### src/rtl/cpu_types_pkg.sv
// Shared pipeline control types: latch control encoding, hazard FSM states,
// register index type.
package cpu_types_pkg;

   typedef enum logic [1:0] {
      PIPE_NORMAL = 2'b00,
      PIPE_STALL  = 2'b01,
      PIPE_FLUSH  = 2'b10
   } pipe_state_t;

   typedef enum logic [1:0] {
      RUN     = 2'b00,
      DWAIT   = 2'b01,
      HALTING = 2'b10,
      HALTED  = 2'b11
   } hzd_fsm_t;

   localparam int unsigned REGBITS_W = 5;
   typedef logic [REGBITS_W-1:0] regbits_t;

   // True when any of the four latch controls requests a bubble.
   function automatic logic anyFlush(input pipe_state_t a, input pipe_state_t b,
                                     input pipe_state_t c, input pipe_state_t d);
      return (a == PIPE_FLUSH) || (b == PIPE_FLUSH) ||
             (c == PIPE_FLUSH) || (d == PIPE_FLUSH);
   endfunction

endpackage

### src/rtl/pipeline_hazard_ctrl_hazard_detect.sv
// Load-use comparator: a load in EX whose destination feeds a DEC source.
// Register $0 is hardwired to zero and never creates a dependency.
module hazard_detect #(
   parameter int unsigned REG_W = 5
) (
   input  logic             dREN_ex,
   input  logic             RegWrite_ex,
   input  logic [REG_W-1:0] regWSEL_ex,
   input  logic [REG_W-1:0] rs_dec,
   input  logic [REG_W-1:0] rt_dec,
   input  logic             rt_used_dec,
   output logic             loaduse
);

   logic rsMatch;
   logic rtMatch;

   // Compare the EX destination against both DEC sources.
   always_comb begin
      rsMatch = (regWSEL_ex == rs_dec);
      rtMatch = rt_used_dec && (regWSEL_ex == rt_dec);
      loaduse = dREN_ex && RegWrite_ex && (regWSEL_ex != '0) && (rsMatch || rtMatch);
   end

endmodule

### src/rtl/pipeline_hazard_ctrl.sv
// Pipeline hazard sequencer: drives the four pipeline latch controls and the
// PC enable, resolving dmem wait, control redirect, load-use and imem wait,
// and sequencing halt. Optional performance counters are built only when
// HAZARD_PERF_EN is defined; otherwise the counter outputs are tied to zero.
module pipeline_hazard_ctrl
   import cpu_types_pkg::*;
#(
   parameter int unsigned REG_W = 5,
   parameter int unsigned CNT_W = 32
) (
   input  logic             CLK,
   input  logic             RST,
   input  logic             ihit,
   input  logic             dhit,
   input  logic             dREN_mem,
   input  logic             dWEN_mem,
   input  logic             dREN_ex,
   input  logic             RegWrite_ex,
   input  logic [REG_W-1:0] regWSEL_ex,
   input  logic [REG_W-1:0] rs_dec,
   input  logic [REG_W-1:0] rt_dec,
   input  logic             rt_used_dec,
   input  logic             redirect_mem,
   input  logic             halt_mem,
   input  logic             halt_wb,
   output pipe_state_t      fd_state,
   output pipe_state_t      de_state,
   output pipe_state_t      em_state,
   output pipe_state_t      mw_state,
   output logic             pc_en,
   output logic             pc_redirect,
   output logic             halted,
   output logic [CNT_W-1:0] stall_cycles,
   output logic [CNT_W-1:0] flush_cycles
);

   hzd_fsm_t state, stateNext;
   logic     pendRedir, pendRedirNext;
   logic     loaduse;
   logic     memWait;
   logic     redirect;

   hazard_detect #(.REG_W(REG_W)) uDetect (
      .dREN_ex     (dREN_ex),
      .RegWrite_ex (RegWrite_ex),
      .regWSEL_ex  (regWSEL_ex),
      .rs_dec      (rs_dec),
      .rt_dec      (rt_dec),
      .rt_used_dec (rt_used_dec),
      .loaduse     (loaduse)
   );

   // FSM state and pending-redirect flag registers.
   always_ff @(posedge CLK) begin
      if (RST) begin
         state     <= RUN;
         pendRedir <= 1'b0;
      end else begin
         state     <= stateNext;
         pendRedir <= pendRedirNext;
      end
   end

   // Next state and latch/PC controls, highest-priority hazard first.
   always_comb begin
      fd_state      = PIPE_NORMAL;
      de_state      = PIPE_NORMAL;
      em_state      = PIPE_NORMAL;
      mw_state      = PIPE_NORMAL;
      pc_en         = 1'b0;
      pc_redirect   = 1'b0;
      halted        = 1'b0;
      stateNext     = state;
      pendRedirNext = pendRedir;
      redirect      = redirect_mem || pendRedir;
      // Once in DWAIT the stall is held until dhit, even if the MEM request drops.
      memWait       = (state == DWAIT) ? !dhit : ((dREN_mem || dWEN_mem) && !dhit);

      if (RST) begin
         fd_state = PIPE_FLUSH;
         de_state = PIPE_FLUSH;
         em_state = PIPE_FLUSH;
         mw_state = PIPE_FLUSH;
      end else begin
         case (state)
            RUN, DWAIT: begin
               if (state == RUN) begin
                  if (halt_mem)     stateNext = HALTING;
                  else if (memWait) stateNext = DWAIT;
               end else if (dhit) begin
                  stateNext = RUN;
               end

               if (memWait) begin
                  fd_state = PIPE_STALL;
                  de_state = PIPE_STALL;
                  em_state = PIPE_STALL;
                  mw_state = PIPE_STALL;
               end else if (redirect) begin
                  fd_state = PIPE_FLUSH;
                  de_state = PIPE_FLUSH;
                  em_state = PIPE_FLUSH;
                  if (ihit) begin
                     pc_en         = 1'b1;
                     pc_redirect   = 1'b1;
                     pendRedirNext = 1'b0;
                  end else begin
                     pendRedirNext = 1'b1;
                  end
               end else if (loaduse) begin
                  fd_state = PIPE_STALL;
                  de_state = PIPE_FLUSH;
               end else if (!ihit) begin
                  fd_state = PIPE_FLUSH;
               end else begin
                  pc_en = 1'b1;
               end
            end
            HALTING: begin
               if (halt_wb) stateNext = HALTED;
               if (memWait) begin
                  fd_state = PIPE_STALL;
                  de_state = PIPE_STALL;
                  em_state = PIPE_STALL;
                  mw_state = PIPE_STALL;
               end else begin
                  fd_state = PIPE_FLUSH;
                  de_state = PIPE_FLUSH;
                  em_state = PIPE_FLUSH;
               end
            end
            HALTED: begin
               halted   = 1'b1;
               fd_state = PIPE_STALL;
               de_state = PIPE_STALL;
               em_state = PIPE_STALL;
               mw_state = PIPE_STALL;
            end
            default: begin
               stateNext = RUN;
            end
         endcase
      end
   end

`ifdef HAZARD_PERF_EN
   logic [CNT_W-1:0] stallCnt;
   logic [CNT_W-1:0] flushCnt;

   // Performance counters: stalled-PC cycles (outside HALTED) and bubble cycles.
   always_ff @(posedge CLK) begin
      if (RST) begin
         stallCnt <= '0;
         flushCnt <= '0;
      end else begin
         if (!pc_en && (state != HALTED)) stallCnt <= stallCnt + CNT_W'(1);
         if (anyFlush(fd_state, de_state, em_state, mw_state)) flushCnt <= flushCnt + CNT_W'(1);
      end
   end

   assign stall_cycles = stallCnt;
   assign flush_cycles = flushCnt;
`else
   assign stall_cycles = '0;
   assign flush_cycles = '0;
`endif

endmodule
### config.mk
export PLATFORM = sky130hd
export DESIGN_NAME = pipeline_hazard_ctrl
export DESIGN_NICKNAME = d
export VERILOG_FILES = /design/src/rtl/cpu_types_pkg.sv /design/src/rtl/pipeline_hazard_ctrl_hazard_detect.sv /design/src/rtl/pipeline_hazard_ctrl.sv
export SDC_FILE = /design/constraint.sdc
export NUM_CORES = 1
export LEC_CHECK = 0
export ABC_AREA = 1
export CAP_MARGIN = 0
export CORE_MARGIN = 2
export CORE_UTILIZATION = 30
export DETAILED_ROUTE_END_ITERATION = 12
export PLACE_DENSITY = 0.82
export REMOVE_ABC_BUFFERS = 1
export SLEW_MARGIN = 0
export SYNTH_ARGS = -nofsm -noshare
export SYNTH_HDL_FRONTEND = slang
export SYNTH_HIERARCHICAL = 1
export SYNTH_SLANG_ARGS = --single-unit
export TNS_END_PERCENT = 100
### constraint.sdc
create_clock -name CLK -period 1.6 [get_ports CLK]
set_clock_uncertainty 0.1 [all_clocks]
set_input_delay 0.24 -clock CLK [delete_from_list [all_inputs] [get_ports CLK]]
set_output_delay 0.24 -clock CLK [all_outputs]
set_load 0.02 [all_outputs]
==> results of run 1 <==
-- metal layers --
layer  global-route usage [%]  part of all wire [%]  up-vias  wire length (µm)
met1                    10.77                    36      430               817
li1                         -                     -      506                 -
met2                    18.30                    52       67              1183
met4                    5.775                   1.6        0                37
met5                        0                     0        -                 0
met3                    2.899                    11        6               255
-- cells by family (layout without fill, tap and decap cells) --
family	count (synthesis)	count (layout)
flops	3	3
compound gates	9	9
xor+xnor	1	1
buf+inv	89	78
other cells	1	64
simple gates	74	74
-- worst reg2reg max path, delay by kind of cell (launching register included) --
family                 cells  cell delay [ns]
and+or+nand+nor            5             0.47
DFF                        1             0.30
buffers and inverters      2             0.26
-- path summary, 6_finish.rpt --
| kind | from | endpoint | slack [ns] | cells past startpoint |
|---|---|---|---|---|
| max | regWSEL_ex[3] | fd_state[0] | -0.13 | 12 |
| min | pendRedir | pendRedir | 0.42 | 4 |
| max reg2reg | pendRedir | pendRedir | 0.37 | 7 |
| min reg2reg | pendRedir | pendRedir | 0.42 | 4 |
-- area by class of cell --
type                       instances  area [µm²]  area share, %
clock buffer                       4       26.28          1.880
sequential                         3       67.56          4.834
multi-input combinational        148       685.7          49.06
tap                               46       57.56          4.118
timing repair buffer              52       471.7          33.75
inverter                          22       88.84          6.356
-- through the flow --
step                      utilization, %  hold WS [ns]  setup WS (ns)  instance area, µm²
final                              42.55        0.4182        -0.1319                1398
after global routing               42.55        0.4501        -0.2519                1398
after CTS                          38.63        0.4179        -0.1129                1269
after detailed placement           38.67        0.4070         -1.108                1270
after global placement             38.67        0.3945         -1.107                1270
after floorplan                        -        0.3147       -0.01387               744.5
-- sequential cells by signal, summed over array words and instances (netlist names) --
| name | count |
|---|---|
| pendRedir | 1 |
| state | 2 |
-- cells in the mapped netlist --
master,number
a21oi_1,4
nor2_1,20
o21ai_1,1
nand3_1,8
inv_2,2
buf_4,67
inv_1,19
nand3_2,1
o21ai_0,3
conb_1,1
clkinv_1,1
nand2_2,1
o21ai_2,1
nor3_1,2
nand4_1,1
xnor2_1,1
nand2_1,40
or2_2,1
dfxtp_1,3
-- where the power goes --
group | total (mW) | internal (mW) | switching [mW]
sequential | 0.125 | 0.0947 | 0.0298
combinational | 0.574 | 0.224 | 0.350
clock | 0.145 | 0.0942 | 0.0510
-- timing repair --
action                                  in CTS  in global routing
setup buffers                                1                  1
cloned                                       0                  0
gates resized for setup                    138                 35
endpoints found under the setup margin      11                 10
pin swaps                                   28                 22
endpoints found under the hold margin        0                  0
==> impl_metrics.toml, run 1 <==
[floorplan]
rows = 21
dieHeight_um = 62.05
die_area_um2 = 3850
pin_count = 102
coreArea_um2 = 3284
die_w_um = 62.05
start_util_pct = 30.78

[synthesis]
yosys.area.top_type = "buf_4"
synth_top_family_by_area = "buffers and inverters"
syn_avg_cell_area_um2 = 5.712
syn-instance-count = 177
synth_area_um2 = 1011
synthSimpleGateAreaFrac_pct = 30.07
synthMuxAreaShare_pct = 0
yosys_warnings = 6
synth_xor_area_share_pct = 0.8663
synth_fa_ha_area_share_pct = 0
synth_compound_area_share_pct = 4.827
synth_top_area_share_pct = 49.75
synth_seq_cells = 3
seq_area_frac_synth_pct = 5.941
ys_types = 19
synthTopCellsByArea = "buf_4 (50%), nand2_1 (15%), nor2_1 (7.4%)"

[clock_tree]
holdBufCountCts = 0
clkTransAtPathRegs_ns = 0.04
numCtsBuffers = 3
cts-root-buf = "clkbuf_4"
cts.sinks = 3
worstSkewPairLatency_ns = 0.25
cts.path.max_buffers = 2
htree_levels = 1
cts_tree = "yes"

[global_route]
grt.overflow.total = 0
grt_max_degree = 9
grt_use_total_pct = 10.29
grt_pass1_wl_mm = 2.973
first_global_vias = 788
antenna_found_initial = 0

[final_layout]
area_delta_synth_final_pct = 38.24
fill_cells = 368
nets = 257
drive_gt1_share_pct = 32.31
post_layout_nonfiller_instances = 275
diodes = 0
layout_common_cells = "conb_1 (64), nand2_1 (37), buf_4 (17), nor2_1 (15), buf_6 (15)"
final_common_cell = "conb_1"

[placement]
port_buffers = 37
gp_congestion = 0.7268
dp.cells = 269
dpl.hpwl_mm = 1.686

[detailed_routing]
ant_nets = 0
drtIter0Drc = 43
drcViolationCount = 0
vias_per_cell = 3.669
vias = 1009
wl_per_cell_um = 8.342
wl_mm = 2.294
first_pass_iters = 4

[setup_path]
critPathMaxStageDelay_ns = 0.22
crit_family = "simple AND/OR/NAND/NOR gates"
critical_path_buf_inv_count = 4
slowest_stage = "a21oi_2"
start_kind = "input port"
timing.critical_path.arrival_ns = 1.39
critPathMaxFanout = 4
cp_cell_sequence = "buf_8 -> inv_2 -> nand2_2 -> nand2_1 -> nor2_1 -> nand3_1 -> a21oi_2 -> inv_1 -> nor2_2 -> nor2_2 -> a21oi_2 -> buf_6"
worst_ep_required_time_ns = 1.26
crit_type = "input port to output port"
end_kind = "output port"

[sta]
setup_viol = 6
rsz0062_at_grt = "yes"
setup_tns_ns = -0.5877
finalHoldViolations = 0
finalCritPeriodShare_pct = 108.2
final-max-slew-violation-count = 0
fmax_mhz = 577.4
layout_setup_ws_ns = -0.1319
final.min_clock_period_ns = 1.732

[power_and_ir_drop]
irDropWorstVdd_uv = 375.8
leakage_nw = 0.8251
finalPower_mw = 0.8438
power_density_nw_per_um2 = 603.8

[run_status]
violations = "negative setup slack"
status = "finished with violations"

[job]
maxCapViolations = 0

[min_path]
hp-class = "register to register"
Note: power is estimated with default switching activity, not from simulation.
==> run 2, diff against run 1 <==
--- a/config.mk
+++ b/config.mk
@@ -12,6 +12,7 @@
 export DETAILED_ROUTE_END_ITERATION = 12
 export PLACE_DENSITY = 0.82
 export REMOVE_ABC_BUFFERS = 1
+export SETUP_SLACK_MARGIN = 0.15
 export SLEW_MARGIN = 0
 export SYNTH_ARGS = -nofsm -noshare
 export SYNTH_HDL_FRONTEND = slang
==> run 2 against run 1 <==
The flow still finishes with violations (negative setup slack). Non-clock buffer count is 8 higher. Total power increased by 8.5%. Hold slack gained 0.011 ns. Maximum frequency is 0.79% higher. Die area did not move. Design area is 8.0% higher. Via count up 2.7%. Sequential power about the same. Clock-buffer cell count is the same. Worst setup slack better by 0.014 ns. First-iteration DRC count stayed put. Critical endpoint unchanged. Highest routed layer unchanged.
==> impl_metrics.toml, run 2 (synthesis gave the netlist of run 1 again) <==
[run_status]
status = "finished with violations"
violations = "negative setup slack"

[clock_tree]
cts.path.max_buffers = 2
cts.sinks = 3
worstSkewPairLatency_ns = 0.25
cts-root-buf = "clkbuf_4"
numCtsBuffers = 3
htree_levels = 1
cts_tree = "yes"
holdBufCountCts = 0
clkTransAtPathRegs_ns = 0.04

[global_route]
grt.overflow.total = 0
first_global_vias = 866
grt_pass1_wl_mm = 3.401
grt_use_total_pct = 11.73
grt_max_degree = 9
antenna_found_initial = 0

[final_layout]
multi_input_area_um2 = 715.7
layout_common_cells = "conb_1 (64), nand2_1 (36), buf_4 (23), buf_6 (19)"
final_common_cell = "conb_1"
nets = 265
diodes = 0
area_delta_synth_final_pct = 49.26
largest_reg_flops = 2
reg.largest.list = "state (2), pendRedir (1)"
fill_cells = 360
regMostFlops = "state"
final_cell_area_um2 = 1509
regArea_um2 = 68.82
drive_gt1_share_pct = 36.71

[power_and_ir_drop]
finalPower_mw = 0.9153
leakage_nw = 0.8976
irDropWorstVdd_uv = 401.8
power_density_nw_per_um2 = 606.6

[placement]
placed_cell_area_um2 = 1270
dp_slack_ns = -1.108
dpl.hpwl_mm = 1.686
port_buffers = 37
gp_congestion = 0.7268

[min_path]
hp-class = "register to register"

[setup_path]
r2r_start = "state[0]"
start_kind = "input port"
crit_type = "input port to output port"
critPathLaunch = "regWSEL_ex[3]"
r2r_slack_ns = 0.17
timing.critical_path.arrival_ns = 1.38
reg2reg_to = "pendRedir"
worst_ep_required_time_ns = 1.26
end_kind = "output port"
ff2ff_path_depth = 8
critPathMaxFanout = 4
critical_path.endpoint = "fd_state[0]"

[sta]
final-max-slew-violation-count = 0
setup_tns_ns = -0.2918
rsz0062_at_grt = "yes"
hold_ws_ns = 0.4291
layout_setup_ws_ns = -0.1183
finalHoldViolations = 0
final.min_clock_period_ns = 1.718
fmax_mhz = 582.0
finalCritPeriodShare_pct = 107.4
setup_viol = 5

[floorplan]
start_util_pct = 30.78
coreArea_um2 = 3284
dieHeight_um = 62.05
pin_count = 102
die_area_um2 = 3850
rows = 21
die_w_um = 62.05

[detailed_routing]
first_pass_iters = 4
drcViolationCount = 0
wl_mm = 2.386
ant_nets = 0
vias = 1036
vias_per_cell = 3.661
wl_per_cell_um = 8.431
drtIter0Drc = 43

[job]
maxCapViolations = 0
[run 2: cell count changes in the layout (fill, tap and decap cells not counted), moves of 2 or more]
cell             delta
buf_4               +6
buf_6               +4
clkdlybuf4s50_1     -2
nand2_4             +2
nor2_1              -2
[run 2: area by class of cell]
type,instances,share of cell area [%]
clock buffer,4,1.741
inverter,22,6.053
multi-input combinational,148,47.43
sequential,3,4.561
tap,46,3.814
timing repair buffer,60,36.40
[run 2: how the worst min path moves through the flow]
stage,start,to,slack [ns],depth (start not counted)
floorplan,ihit,pendRedir,0.31,3
global placement,pendRedir,pendRedir,0.39,4
detailed placement,pendRedir,pendRedir,0.41,4
CTS,pendRedir,pendRedir,0.41,4
global route,pendRedir,pendRedir,0.46,4
finish,pendRedir,pendRedir,0.43,4
[run 2: what timing repair did]
item,4_1_cts,5_1_grt
hold endpoints to repair,0,0
resized for setup,172,21
pin swaps,36,24
endpoints found under the setup margin,11,11
setup buffers,8,2
cloned,0,0
[run 2: worst max-delay path, stage by stage]
cell	delay (ns)
buf_8	0.08
inv_2	0.03
nand2_2	0.04
nand2_1	0.04
nor2_1	0.11
nand3_1	0.10
a21oi_2	0.20
inv_1	0.07
nor2_2	0.12
nor2_2	0.06
a21oi_2	0.14
buf_6	0.14
[run 2: where the power goes]
group	leakage, nW	switching (mW)	internal, mW
clock network	0.0150	0.0533	0.0943
registers	0.0264	0.0311	0.0954
logic	0.856	0.374	0.267
total	0.898	0.458	0.457
[run 2: stage by stage]
stage,utilization (%),cells
3_3_place_gp,38.67,269
3_5_place_dp,38.67,269
2_1_floorplan,-,173
6_report,45.94,283
4_1_cts,43.50,281
5_1_grt,45.94,283
[run 2: per-layer routing]
layer  up-vias  part of all wire, %  track usage, %
met2        61                   53           21.13
met1       445                   35           12.38
met5         -                    0               0
met4         0                  1.5           6.079
li1        526                    -               -
met3         4                   10           3.106
==> run 3, diff against run 2 <==
--- a/config.mk
+++ b/config.mk
@@ -5,12 +5,12 @@
 export SDC_FILE = /design/constraint.sdc
 export NUM_CORES = 1
 export LEC_CHECK = 0
-export ABC_AREA = 1
 export CAP_MARGIN = 0
 export CORE_MARGIN = 2
-export CORE_UTILIZATION = 30
+export CORE_UTILIZATION = 28
+export CTS_CLUSTER_DIAMETER = 60
 export DETAILED_ROUTE_END_ITERATION = 12
-export PLACE_DENSITY = 0.82
+export PLACE_DENSITY = 0.81
 export REMOVE_ABC_BUFFERS = 1
 export SETUP_SLACK_MARGIN = 0.15
 export SLEW_MARGIN = 0
==> run 3 against run 2 <==
The flow still finishes with violations (negative setup slack). Worst setup slack worse by 0.33 ns. Clock power down 9%. Routed wire length down 0.92%. Hold slack worse by 0.015 ns. Area after synthesis down 8.3%. Critical path depth down 4. Critical path type unchanged.
==> impl_metrics.toml, run 3 <==
[run_status]
status = "finished with violations"
violations = "negative setup slack"

[placement]
gp_congestion = 0.8548
dpl.hpwl_mm = 1.664
port_buffers = 37
dp.cells = 217

[synthesis]
syn-instance-count = 122
synthTopCellsByArea = "buf_4 (54%), xor2_1 (6.6%), dfxtp_1 (6.5%)"
synth_edf_count = 0
synth_most_common_cell = "buf_4"
yosys.area.top_type = "buf_4"
yosys_warnings = 6
async_flop_share_pct = 0
ys_types = 31
synth_seq_cells = 3
synth_area_um2 = 927.1
seq_area_frac_synth_pct = 6.478
ys_top_cells_by_count = "buf_4 (67), xor2_1 (7), a21oi_1 (5), nor2_1 (4)"
syn_avg_cell_area_um2 = 7.600
synth_top_area_share_pct = 54.25
synthFlopType = "dfxtp_1"

[setup_path]
r2r_slack_ns = 0.12
cp_cell_sequence = "buf_6 -> or4_4 -> o211ai_2 -> a21oi_2 -> buf_4 -> o211a_1 -> a21oi_2 -> buf_6"
worst_ep_required_time_ns = 1.26
end_kind = "output port"
reg2reg_to = "state[0]"
ff2ff_path_depth = 5
slowest_stage = "or4_4"
r2r_start = "state[1]"
critical_path_buf_inv_count = 3
critPathMaxFanout = 2
critPathMaxStageDelay_ns = 0.52
crit_type = "input port to output port"
timing.critical_path.arrival_ns = 1.71
start_kind = "input port"
crit_family = "compound AO/OA/AOI/OAI gates"

[clock_tree]
numCtsBuffers = 3
htree_levels = 1
worstSkewPairLatency_ns = 0.24
cts-root-buf = "clkbuf_4"
clkTransAtPathRegs_ns = 0.04
cts.sinks = 3
cts.path.max_buffers = 2
holdBufCountCts = 0
cts_tree = "yes"

[final_layout]
layout_common_cells = "conb_1 (64), buf_4 (23), buf_6 (11), clkdlybuf4s50_1 (9), dlygate4sd2_1 (8)"
largest_reg_flops = 2
regMostFlops = "state"
post-route-util_pct = 43.02
area_delta_synth_final_pct = 43.99
drive_gt1_share_pct = 34.62
post_layout_nonfiller_instances = 226
reg.largest.list = "state (2), pendRedir (1)"
nets = 210
diodes = 0
final_common_cell = "conb_1"

[power_and_ir_drop]
irDropWorstVdd_uv = 149.2
finalPower_mw = 0.6719
power_density_nw_per_um2 = 503.3
leakage_nw = 0.7115

[detailed_routing]
drcViolationCount = 0
vias_per_cell = 3.757
ant_nets = 0
wl_per_cell_um = 10.46
drtIter0Drc = 52
vias = 849
first_pass_iters = 4
wl_mm = 2.364

[sta]
final-max-slew-violation-count = 0
final.min_clock_period_ns = 2.052
setup_tns_ns = -1.710
setup_viol = 7
finalCritPeriodShare_pct = 128.3
finalHoldViolations = 0
fmax_mhz = 487.3
hold_ws_ns = 0.4142
layout_setup_ws_ns = -0.4522
rsz0062_at_grt = "yes"

[global_route]
grt_use_total_pct = 10.54
antenna_found_initial = 0
grt.overflow.total = 0
grt_max_degree = 8
first_global_vias = 723
grt_pass1_wl_mm = 3.022

[floorplan]
die_area_um2 = 3788
rows = 20
start_util_pct = 29.88
dieHeight_um = 61.55
die_w_um = 61.55
pin_count = 102
coreArea_um2 = 3103

[job]
maxCapViolations = 0

[min_path]
hold_depth = 3
hp-class = "input port to register"
min_from = "RST"
hold_end = "state[1]"
[run 3: what timing repair did]
action	in CTS	in global routing
endpoints found under the hold margin	0	0
setup endpoints to repair	11	10
gates resized for setup	110	14
setup buffers	3	2
cloned	0	0
pin swaps	16	3
[run 3: worst max path at each step]
| stage | from | end | slack (ns) | depth (start not counted) |
|---|---|---|---|---|
| after CTS | regWSEL_ex[4] | fd_state[1] | -0.45 | 8 |
| after global placement | regWSEL_ex[3] | pc_en | -1.28 | 7 |
| after floorplan | regWSEL_ex[3] | pc_en | -0.33 | 5 |
| final | regWSEL_ex[4] | fd_state[1] | -0.45 | 8 |
| after global routing | regWSEL_ex[4] | fd_state[1] | -0.49 | 8 |
| after detailed placement | regWSEL_ex[3] | pc_en | -1.30 | 7 |
[run 3: worst min-delay path: stages]
cell	delay (ns)
clkdlybuf4s15_2	0.27
buf_4	0.15
nor2_1	0.04
[run 3: logic make-up after synthesis]
family	Yosys count	share of synthesized area [%]
AOI/OAI and AO/OA	18	14.98
xor gates and xnor gates	10	9.447
buffers and inverters	71	56.68
DFF	3	6.478
other	1	0.4045
and+or+nand+nor	19	12.01
[run 3: power breakdown]
group          switching (mW)  total [mW]  internal, mW
Sequential            0.00711      0.0888        0.0817
Clock                  0.0412       0.135        0.0936
Combinational           0.272       0.448         0.176
[run 3: routing by layer]
metal	up-vias	part of all wire, %	global-route usage, %
li1	396	-	-
met1	384	33	9.215
met2	65	56	21.95
met3	4	10	2.941
met4	0	1.2	3.951
met5	-	0	0
[run 3: cell type report]
class | count | area, µm²
tap | 44 | 55.05
timing repair buffer | 61 | 528.0
multi-input combinational | 111 | 644.4
inverter | 3 | 13.76
sequential | 3 | 67.56
clock buffer | 4 | 26.28
fill | 305 | 1768
[run 3: per-stage QoR]
step | worst slack, ns | cell area [µm²]
after detailed placement | -1.300 | 1217
after floorplan | -0.3262 | 649.4
final | -0.4522 | 1335
after CTS | -0.4479 | 1284
after global routing | -0.4885 | 1335
after global placement | -1.278 | 1217
